## config.mk

```make
export PLATFORM = sky130hd
export DESIGN_NAME = led_clksynth_monitor
export DESIGN_NICKNAME = d
export VERILOG_FILES = /design/src/rtl/led_clksynth_monitor.sv
export SDC_FILE = /design/constraint.sdc
export NUM_CORES = 1
export LEC_CHECK = 0
export CAP_MARGIN = 20
export CORE_UTILIZATION = 31
export CTS_BUF_LIST = sky130_fd_sc_hd__clkbuf_8
export CTS_CLUSTER_DIAMETER = 120
export DETAILED_ROUTE_END_ITERATION = 10
export SLEW_MARGIN = 20
export SYNTH_ARGS = -nofsm -noshare
export SYNTH_HDL_FRONTEND = slang
export SYNTH_SLANG_ARGS = --single-unit
```

## constraint.sdc

```tcl
create_clock -name clk -period 1.85 [get_ports clk]
set_input_delay 0.37 -clock clk [delete_from_list [all_inputs] [get_ports clk]]
set_output_delay 0.37 -clock clk [all_outputs]
set_load 0.05 [all_outputs]
```

## src/rtl/led_clksynth_monitor.sv

```systemverilog
// Front-panel LED driver for the clock synthesizer: synchronises and debounces N_PLL lock-detect
// inputs, latches loss-of-lock events and drives the active-low red/green LED pair.
module led_clksynth_monitor #(
    parameter int N_PLL             = 2,
    parameter int SYNC_STAGES       = 2,
    parameter int DEBOUNCE_CYCLES   = 1000,
    parameter int BLINK_HALF_PERIOD = 25000000
) (
    input  logic             clk,
    input  logic             rst_n,
    input  logic [N_PLL-1:0] pll_ld,
    input  logic             clear_sticky,
    output logic             red_led,
    output logic             green_led,
    output logic             locked_all,
    output logic [N_PLL-1:0] lol_sticky,
    output logic [15:0]      lol_count,
    output logic [1:0]       fsm_state
);

    localparam int CW = $clog2(DEBOUNCE_CYCLES) + 1;
    localparam int BW = $clog2(BLINK_HALF_PERIOD + 1);
    localparam logic [CW-1:0] DB_LAST    = CW'(DEBOUNCE_CYCLES - 1);
    localparam logic [BW-1:0] BLINK_LAST = BW'(BLINK_HALF_PERIOD - 1);

    // Encoding is {any_sticky, all_ok}, which is also what fsm_state reports.
    typedef enum logic [1:0] {
        ST_INIT      = 2'b00,
        ST_LOCKED    = 2'b01,
        ST_FAULT     = 2'b10,
        ST_RECOVERED = 2'b11
    } state_t;

    logic [N_PLL-1:0] db;
    logic [N_PLL-1:0] db_d;
    logic [N_PLL-1:0] fall;
    logic [N_PLL-1:0] sticky_next;
    logic [15:0]      count_next;
    logic [BW-1:0]    blink_cnt;
    logic             phase;
    logic             phase_next;
    logic             all_ok;
    logic             any_sticky;
    logic             red_next;
    logic             green_next;
    state_t           state;
    state_t           state_next;

    for (genvar i = 0; i < N_PLL; i++) begin : g_ch
        logic [SYNC_STAGES-1:0] sync_q;
        logic [CW-1:0]          cnt_q;
        logic                   db_q;

        // The counter restarts whenever the synchronised input agrees with the debounced value.
        always_ff @(posedge clk or negedge rst_n) begin
            if (!rst_n) begin
                sync_q <= '0;
                cnt_q  <= '0;
                db_q   <= 1'b0;
            end else begin
                sync_q <= {sync_q[SYNC_STAGES-2:0], pll_ld[i]};
                if (sync_q[SYNC_STAGES-1] == db_q) begin
                    cnt_q <= '0;
                end else if (cnt_q == DB_LAST) begin
                    cnt_q <= '0;
                    db_q  <= ~db_q;
                end else begin
                    cnt_q <= cnt_q + 1'b1;
                end
            end
        end

        assign db[i] = db_q;
    end

    always_comb begin
        fall        = db_d & ~db;
        sticky_next = (clear_sticky ? '0 : lol_sticky) | fall;
        if (clear_sticky)
            count_next = (|fall) ? 16'd1 : 16'd0;
        else if ((|fall) && (lol_count != 16'hFFFF))
            count_next = lol_count + 16'd1;
        else
            count_next = lol_count;
        all_ok     = &db;
        any_sticky = |sticky_next;
        phase_next = (blink_cnt == BLINK_LAST) ? ~phase : phase;
    end

    always_comb begin
        state_next = ST_INIT;
        red_next   = 1'b0;
        green_next = 1'b1;
        case ({any_sticky, all_ok})
            2'b00: state_next = ST_INIT;
            2'b01: state_next = ST_LOCKED;
            2'b10: state_next = ST_FAULT;
            default: state_next = ST_RECOVERED;
        endcase
        // LEDs use the next blink phase so they switch on the same edge as the phase.
        case (state_next)
            ST_INIT:   begin red_next = 1'b0;        green_next = 1'b1; end
            ST_LOCKED: begin red_next = 1'b1;        green_next = 1'b0; end
            ST_FAULT:  begin red_next = ~phase_next; green_next = 1'b1; end
            default:   begin red_next = ~phase_next; green_next = 1'b0; end
        endcase
    end

    always_ff @(posedge clk or negedge rst_n) begin
        if (!rst_n) begin
            db_d       <= '0;
            lol_sticky <= '0;
            lol_count  <= 16'd0;
            state      <= ST_INIT;
            locked_all <= 1'b0;
            red_led    <= 1'b0;
            green_led  <= 1'b1;
            blink_cnt  <= '0;
            phase      <= 1'b0;
        end else begin
            db_d       <= db;
            lol_sticky <= sticky_next;
            lol_count  <= count_next;
            state      <= state_next;
            locked_all <= all_ok;
            red_led    <= red_next;
            green_led  <= green_next;
            blink_cnt  <= (blink_cnt == BLINK_LAST) ? '0 : blink_cnt + 1'b1;
            phase      <= phase_next;
        end
    end

    assign fsm_state = state;

endmodule
```

; Word level (Yosys, flattened, before mapping)
; Cells that the tools add are included.
; W data, S select, Z words.
[word_totals]
ff_bits = 79
inputBits = 5
[classes]
n_addsub = 4
n_eq_ne = 10
muxes = 13
bitwise_logic = 9
reduce_logical = 10
[ops]
columns = cell, n
row1 = $mux W11, 4
row2 = $mux W16, 2
row3 = $add A25 B1 Y25 const B, 1
row4 = $eq A25 B25 Y1 const B, 1
row5 = $mux W25, 1
row6 = $add A11 B1 Y11 const B, 2
row7 = $eq A11 B10 Y1 const B, 2
row8 = $add A16 B1 Y16 const B, 1
row9 = $ne A16 B16 Y1 const B, 1
row10 = $not A1 Y1, 6
row11 = $pmux W2 S3, 1
row12 = $reduce_and A2 Y1, 3
row13 = $reduce_or A2 Y1, 3
row14 = $eq A2 B1 Y1 const B, 2
row15 = $eq A2 B2 Y1 const B, 2
row16 = $logic_not A2 Y1, 2
row17 = $mux W1, 3
row18 = $and A2 B2 Y2, 1
row19 = $eq A1 B1 Y1, 2
row20 = $mux W2, 1
row21 = $not A2 Y2, 1
row22 = $or A2 B2 Y2, 1
row23 = $pmux W1 S2, 1
row24 = $reduce_bool A2 Y1, 1
row25 = $logic_and A1 B1 Y1, 1

; Logic depth before layout (Yosys ltp)
[logic_depth]
word_depth = 9
ltp_mapped = 7
ltp_nobuf = 6

; Worst setup path before layout
; Ideal clock, no wire load.
[synth_timing]
kind = register to register
startpoint = register lol_count[0]
endpoint = register lol_count[11]
setup_ns = 0.132
arrival_ns = 1.957
path_slack_ns = -0.238
stages_incl_launch_ff = 8
period_less_slack_ns = 2.088
cell_sequence = dfrtp_1 -> ha_1 -> nand4_1 -> nor4_1 -> clkbuf_1 -> nor4_1 -> xnor2_1 -> nor2_1
[synth_between]
elab_chain_cells = 3
elab_cells_between_ends = 6
[synth_rtl]
columns = element, line
row1 = "start, declared", 17  ; output logic [15:0] lol_count,
row2 = "start signal, assigned", 123  ; lol_count <= count_next;
row3 = $add A16 B1 Y16 / $ne A16 B16 Y1 (equally long branches), "82, 81"
row4 = $mux W16 / $logic_and A1 B1 Y1 (equally long branches), 81  ; else if ((|fall) && (lol_count != 16'hFFFF))
row5 = $mux W16 / $reduce_bool A2 Y1 (equally long branches), -
; Parallel ways exist; a longest one is shown, timed or not. The select of a mux whose other input is x is not followed.
; A chain may end at the register's enable or synchronous reset.

; Worst setup path in the final report
[layout_timing]
startpoint = register blink_cnt[9]
endpoint = register red_led
[layout_between]
elab_chain_cells = 4
[layout_rtl]
columns = element, line
row1 = "start, declared", 39  ; logic [BW-1:0] blink_cnt;
row2 = "start signal, assigned", 128  ; blink_cnt <= (blink_cnt == BLINK_LAST) ? '0 : blink_cnt + 1'b1;
row3 = $eq A25 B25 Y1, 87  ; phase_next = (blink_cnt == BLINK_LAST) ? ~phase : phase;
row4 = $mux W1, 87
row5 = named net phase_next, 41  ; logic phase_next;
row6 = $not A1 Y1, "104, 105"
row7 = $pmux W1 S2, 101  ; case (state_next)
row8 = named net red_next, 44  ; logic red_next;
row9 = "end signal, assigned", 126  ; red_led <= red_next;
row10 = "end, declared", 13  ; output logic red_led,
; The timed path passes the listed nets, and every way through them passes these cells.

==> metrics.md <==
| Metric | Value |
|---|---|
| Run status | `completed` |
| Total global routing overflow | `0` |
| Number of top-level pins | `28` |
| Max Fanout on Critical Path | `9` |
| Slew HR | `58.2%` |
| Final core occ | `39.6%` |
| Nature of the critical path endpoint | `flop` |
| Sink Count | `78` |
| Number of core rows | `38` |
| Number of H-tree branching levels | `3` |
| Tcrit/Tclk final | `94.0%` |
| Total track usage | `12.9%` |
| Proportion of synthesized flip-flops having asynchronous set or reset | `100%` |
| Register-to-Register Setup Slack | `110 ps` |
| Start point of the worst min-delay path | `g_ch[0].sync_q[0]$_DFF_PN0_` |
| Longest Clk Path Bufs | `2` |
| P per Cell Area | `737 nW/µm²` |
| Slowest stage cell on the critical path | `sky130_fd_sc_hd__dfrtp_1` |
| Dominant cells by area after synthesis | `sky130_fd_sc_hd__dfrtp_1 (54%), sky130_fd_sc_hd__nor2_1 (6.2%), sky130_fd_sc_hd__xnor2_1 (6.2%)` |
| Worst Max-Slew Pin Slew | `627 ps` |
| Kind of launch point of the worst setup path | `flop` |
| Cell area after technology mapping | `3550 µm²` |
| Final setup TNS | `0 ps` |
| Area of the die | `11,900 µm²` |
| Worst path top cell family by delay | `simple AND/OR/NAND/NOR gates` |
| Count of flip-flops with a built-in enable after synthesis | `0` |
| Crit path time final | `1740 ps` |
| Routed vias | `2,566` |
| Number of synthesized register bits | `78` |
| Length of the first detailed-routing pass in iterations | `4` |
| Chain of cells forming the critical path | `or3_1 > nor4_4 > buf_6 > xor2_2 > mux2i_1` |
| Weighted congestion at the end of routability-driven global placement | `0.860` |
| Final net count | `402` |
| Arrival time worst endpoint | `1970 ps` |
| Clock Pin Slew Worst Setup and Hold Paths | `80 ps` |
| Die Y | `109 µm` |
| Wire length of the first global-routing pass | `11,700 µm` |
| Instance count of the mapped netlist | `339` |
| Port Buffer Count | `27` |
| Class of the most critical setup path | `flop to flop` |
| Max-Cap Viols | `0` |
| Number of DRC markers in iteration 0 | `122` |
| Share of post-route cells with drive strength above 1 | `21.4%` |
| Total CTS buffers | `9` |
| Antenna violations before repair | `0` |
| Yosys warns | `0` |
| Unrepaired setup endpoints after global routing | `no` |
| Critical path required time | `2080 ps` |
| Synth Area per Inst | `10.5 µm²` |
| Number of global-route vias before repair | `2,521` |
| Diodes inserted | `0` |
| Number of unique standard cell types used by synthesis | `39` |
| Hold Path Sink | `g_ch[0].sync_q[1]$_DFF_PN0_` |
| Initial standard-cell utilization of the core | `32.3%` |
| Area added between synthesis and finish | `22.6%` |
| Fin worst setup slack | `111 ps` |
| Buf+Inv Stages, Crit Path | `1` |
| Leakage power | `1.92 nW` |
| Number of cell instances on the worst register-to-register path | `5` |
| Slew Limit Fails | `0` |
| Vias per std cell | `4.77` |
| Root buffer cell | `sky130_fd_sc_hd__clkbuf_8` |
| Maximum number of pins on one net before global-route repair | `32` |
| Horiz. Die Dim | `109 µm` |
| FILL cells | `1,069` |
| Library cell with the largest summed area after synthesis | `sky130_fd_sc_hd__dfrtp_1` |
| Core footprint | `11,000 µm²` |
| Clock latency at the later pin of the worst-skew pair | `360 ps` |
| Most instantiated flip-flop cell in the synthesis netlist | `sky130_fd_sc_hd__dfrtp_1` |
| Half-perimeter wire length after placement | `4840 µm` |
| Fmax | `575 MHz` |
| Total wire length after detailed routing | `6910 µm` |
| Worst setup path startpoint | `blink_cnt[9]$_DFF_PN0_` |
| Worst Setup Slack post-DPL | `50.8 ps` |
| Number of hold violations in the final report | `0` |
| Peak per-stage delay on the critical path | `430 ps` |
| Share of synthesized area occupied by flip-flops and latches | `55.0%` |
| Final clock skew | `10.8 ps` |
| Synthesized Nets | `348` |
| Hold WC Path Type | `flop to flop` |
| DRC violations left | `0` |
| R2R Path End | `red_led$_DFF_PN0_` |
| Clock tree from TritonCTS | `yes` |
| Worst hold stages | `0` |
| Largest voltage drop on the vdd net | `0.511 mV` |
| Crit Reg-Reg Startpoint | `blink_cnt[9]$_DFF_PN0_` |
| Setup violation total in the final timing report | `0` |
| Top cell type's share of synthesized area | `54.3%` |
| Routed wirelength normalized by instance count | `12.8 µm` |
| Antenna violation net count after detailed routing | `0` |
layout by cell type, fill, tap and decap left out, drive strengths merged, types with 7 or more instances in the layout:
master	n
nor2	59
nor4	7
xnor2	25
clkbuf	9
nand4	16
buf	44
o21ai	9
nand3	20
inv	9
nand2	24
dfrtp	77
nor3	11
xor2	23
final cells by class:
type	instances	area, µm²	share of cell area (%)
tap	140	175	4.03
timing repair buffer	50	404	9.29
multi-input combinational	248	1570	36.1
inverter	6	22.5	0.518
sequential	78	1960	45.1
clock buffer	9	124	2.85
clock inverter	7	90.1	2.07
worst max path at each step:
| stage | depth (start not counted) | endpoint |
|---|---|---|
| detailed placement | 6 | red_led$_DFF_PN0_ |
| global route | 6 | red_led$_DFF_PN0_ |
| finish | 5 | red_led$_DFF_PN0_ |
| floorplan | 7 | lol_count[11]$_DFFE_PN0P_ |
| CTS | 6 | red_led$_DFF_PN0_ |
| global placement | 6 | red_led$_DFF_PN0_ |
metrics by stage:
| step | total power [mW] | instances | instance area, µm² | hold WS [ps] |
|---|---|---|---|---|
| 2_1_floorplan | 1.79 | 339 | 3560 | 74.4 |
| 3_3_place_gp | 1.85 | 517 | 4070 | 316 |
| 3_5_place_dp | 1.86 | 517 | 4070 | 323 |
| 4_1_cts | 3.27 | 534 | 4290 | 359 |
| 5_1_grt | 3.34 | 538 | 4350 | 371 |
| 6_report | 3.21 | 538 | 4350 | 354 |
routing by layer:
metal  GRT usage, %  vias to the layer above  share of wire (%)
met1           16.4                     1244                 48
met3           4.18                        9                4.1
met2           20.1                       42                 46
li1               -                     1271                  -
met4           5.31                        0                1.4
met5              0                        -                  0
Yosys cell counts (3+ instances only):
cell type                  number
sky130_fd_sc_hd__nand4_1       16
sky130_fd_sc_hd__clkbuf_1       4
sky130_fd_sc_hd__mux2i_1        3
sky130_fd_sc_hd__and3_1         3
sky130_fd_sc_hd__o21ai_0        9
sky130_fd_sc_hd__nor2_1        59
sky130_fd_sc_hd__inv_1          6
sky130_fd_sc_hd__or2_2          4
sky130_fd_sc_hd__ha_1           4
sky130_fd_sc_hd__nand2_1       24
sky130_fd_sc_hd__nor4_1         5
sky130_fd_sc_hd__xor2_1        22
sky130_fd_sc_hd__xnor2_1       25
sky130_fd_sc_hd__dfrtp_1       77
sky130_fd_sc_hd__nand3_1       20
sky130_fd_sc_hd__a21oi_1        6
sky130_fd_sc_hd__nor3_1        11
sky130_fd_sc_hd__nor2b_1        4
sky130_fd_sc_hd__or3_1          6
sky130_fd_sc_hd__and4_1         3
worst reg2reg max path: stages, from the launching register on:
cell                      delay [ps]
sky130_fd_sc_hd__dfrtp_1         430
sky130_fd_sc_hd__or3_1           430
sky130_fd_sc_hd__nor4_4          340
sky130_fd_sc_hd__buf_6           190
sky130_fd_sc_hd__xor2_2          150
sky130_fd_sc_hd__mux2i_1         100
logic make-up after synthesis:
group / after synthesis / synth area share, %
AND/OR/NAND/NOR: 168 / 24.7
multiplexers: 5 / 1.48
flip-flops: 78 / 55.0
adder cells (fa/ha/maj): 4 / 1.41
XOR/XNOR: 48 / 12.1
AO/OA/AOI/OAI: 23 / 3.84
buffers and inverters: 13 / 1.55
power by group:
| part | internal [mW] | switching, mW | leakage, nW | total, mW |
|---|---|---|---|---|
| logic | 0.0320 | 0.0606 | 0.766 | 0.0926 |
| registers | 1.72 | 0.0105 | 1.04 | 1.73 |
| clock network | 0.755 | 0.631 | 0.116 | 1.39 |
repair_timing:
item | in CTS | in global routing
hold buffers | 1 | 0
pin swaps | 0 | 2
buffers inserted | 0 | 4
endpoints found under the hold margin | 25 | 0
resized for setup | 2 | 7
endpoints found under the setup margin | 2 | 22
flip-flops by register name, summed over array words and instances (netlist names):
signal / flops
fsm_state: 1
locked_all: 1
lol_sticky: 2
lol_count: 16
db_d: 2
g_ch.sync_q: 4
g_ch.db_q: 2
phase: 1
red_led: 1
green_led: 1
g_ch.cnt_q: 22
blink_cnt: 25
Note: power is estimated with default switching activity, not from simulation.
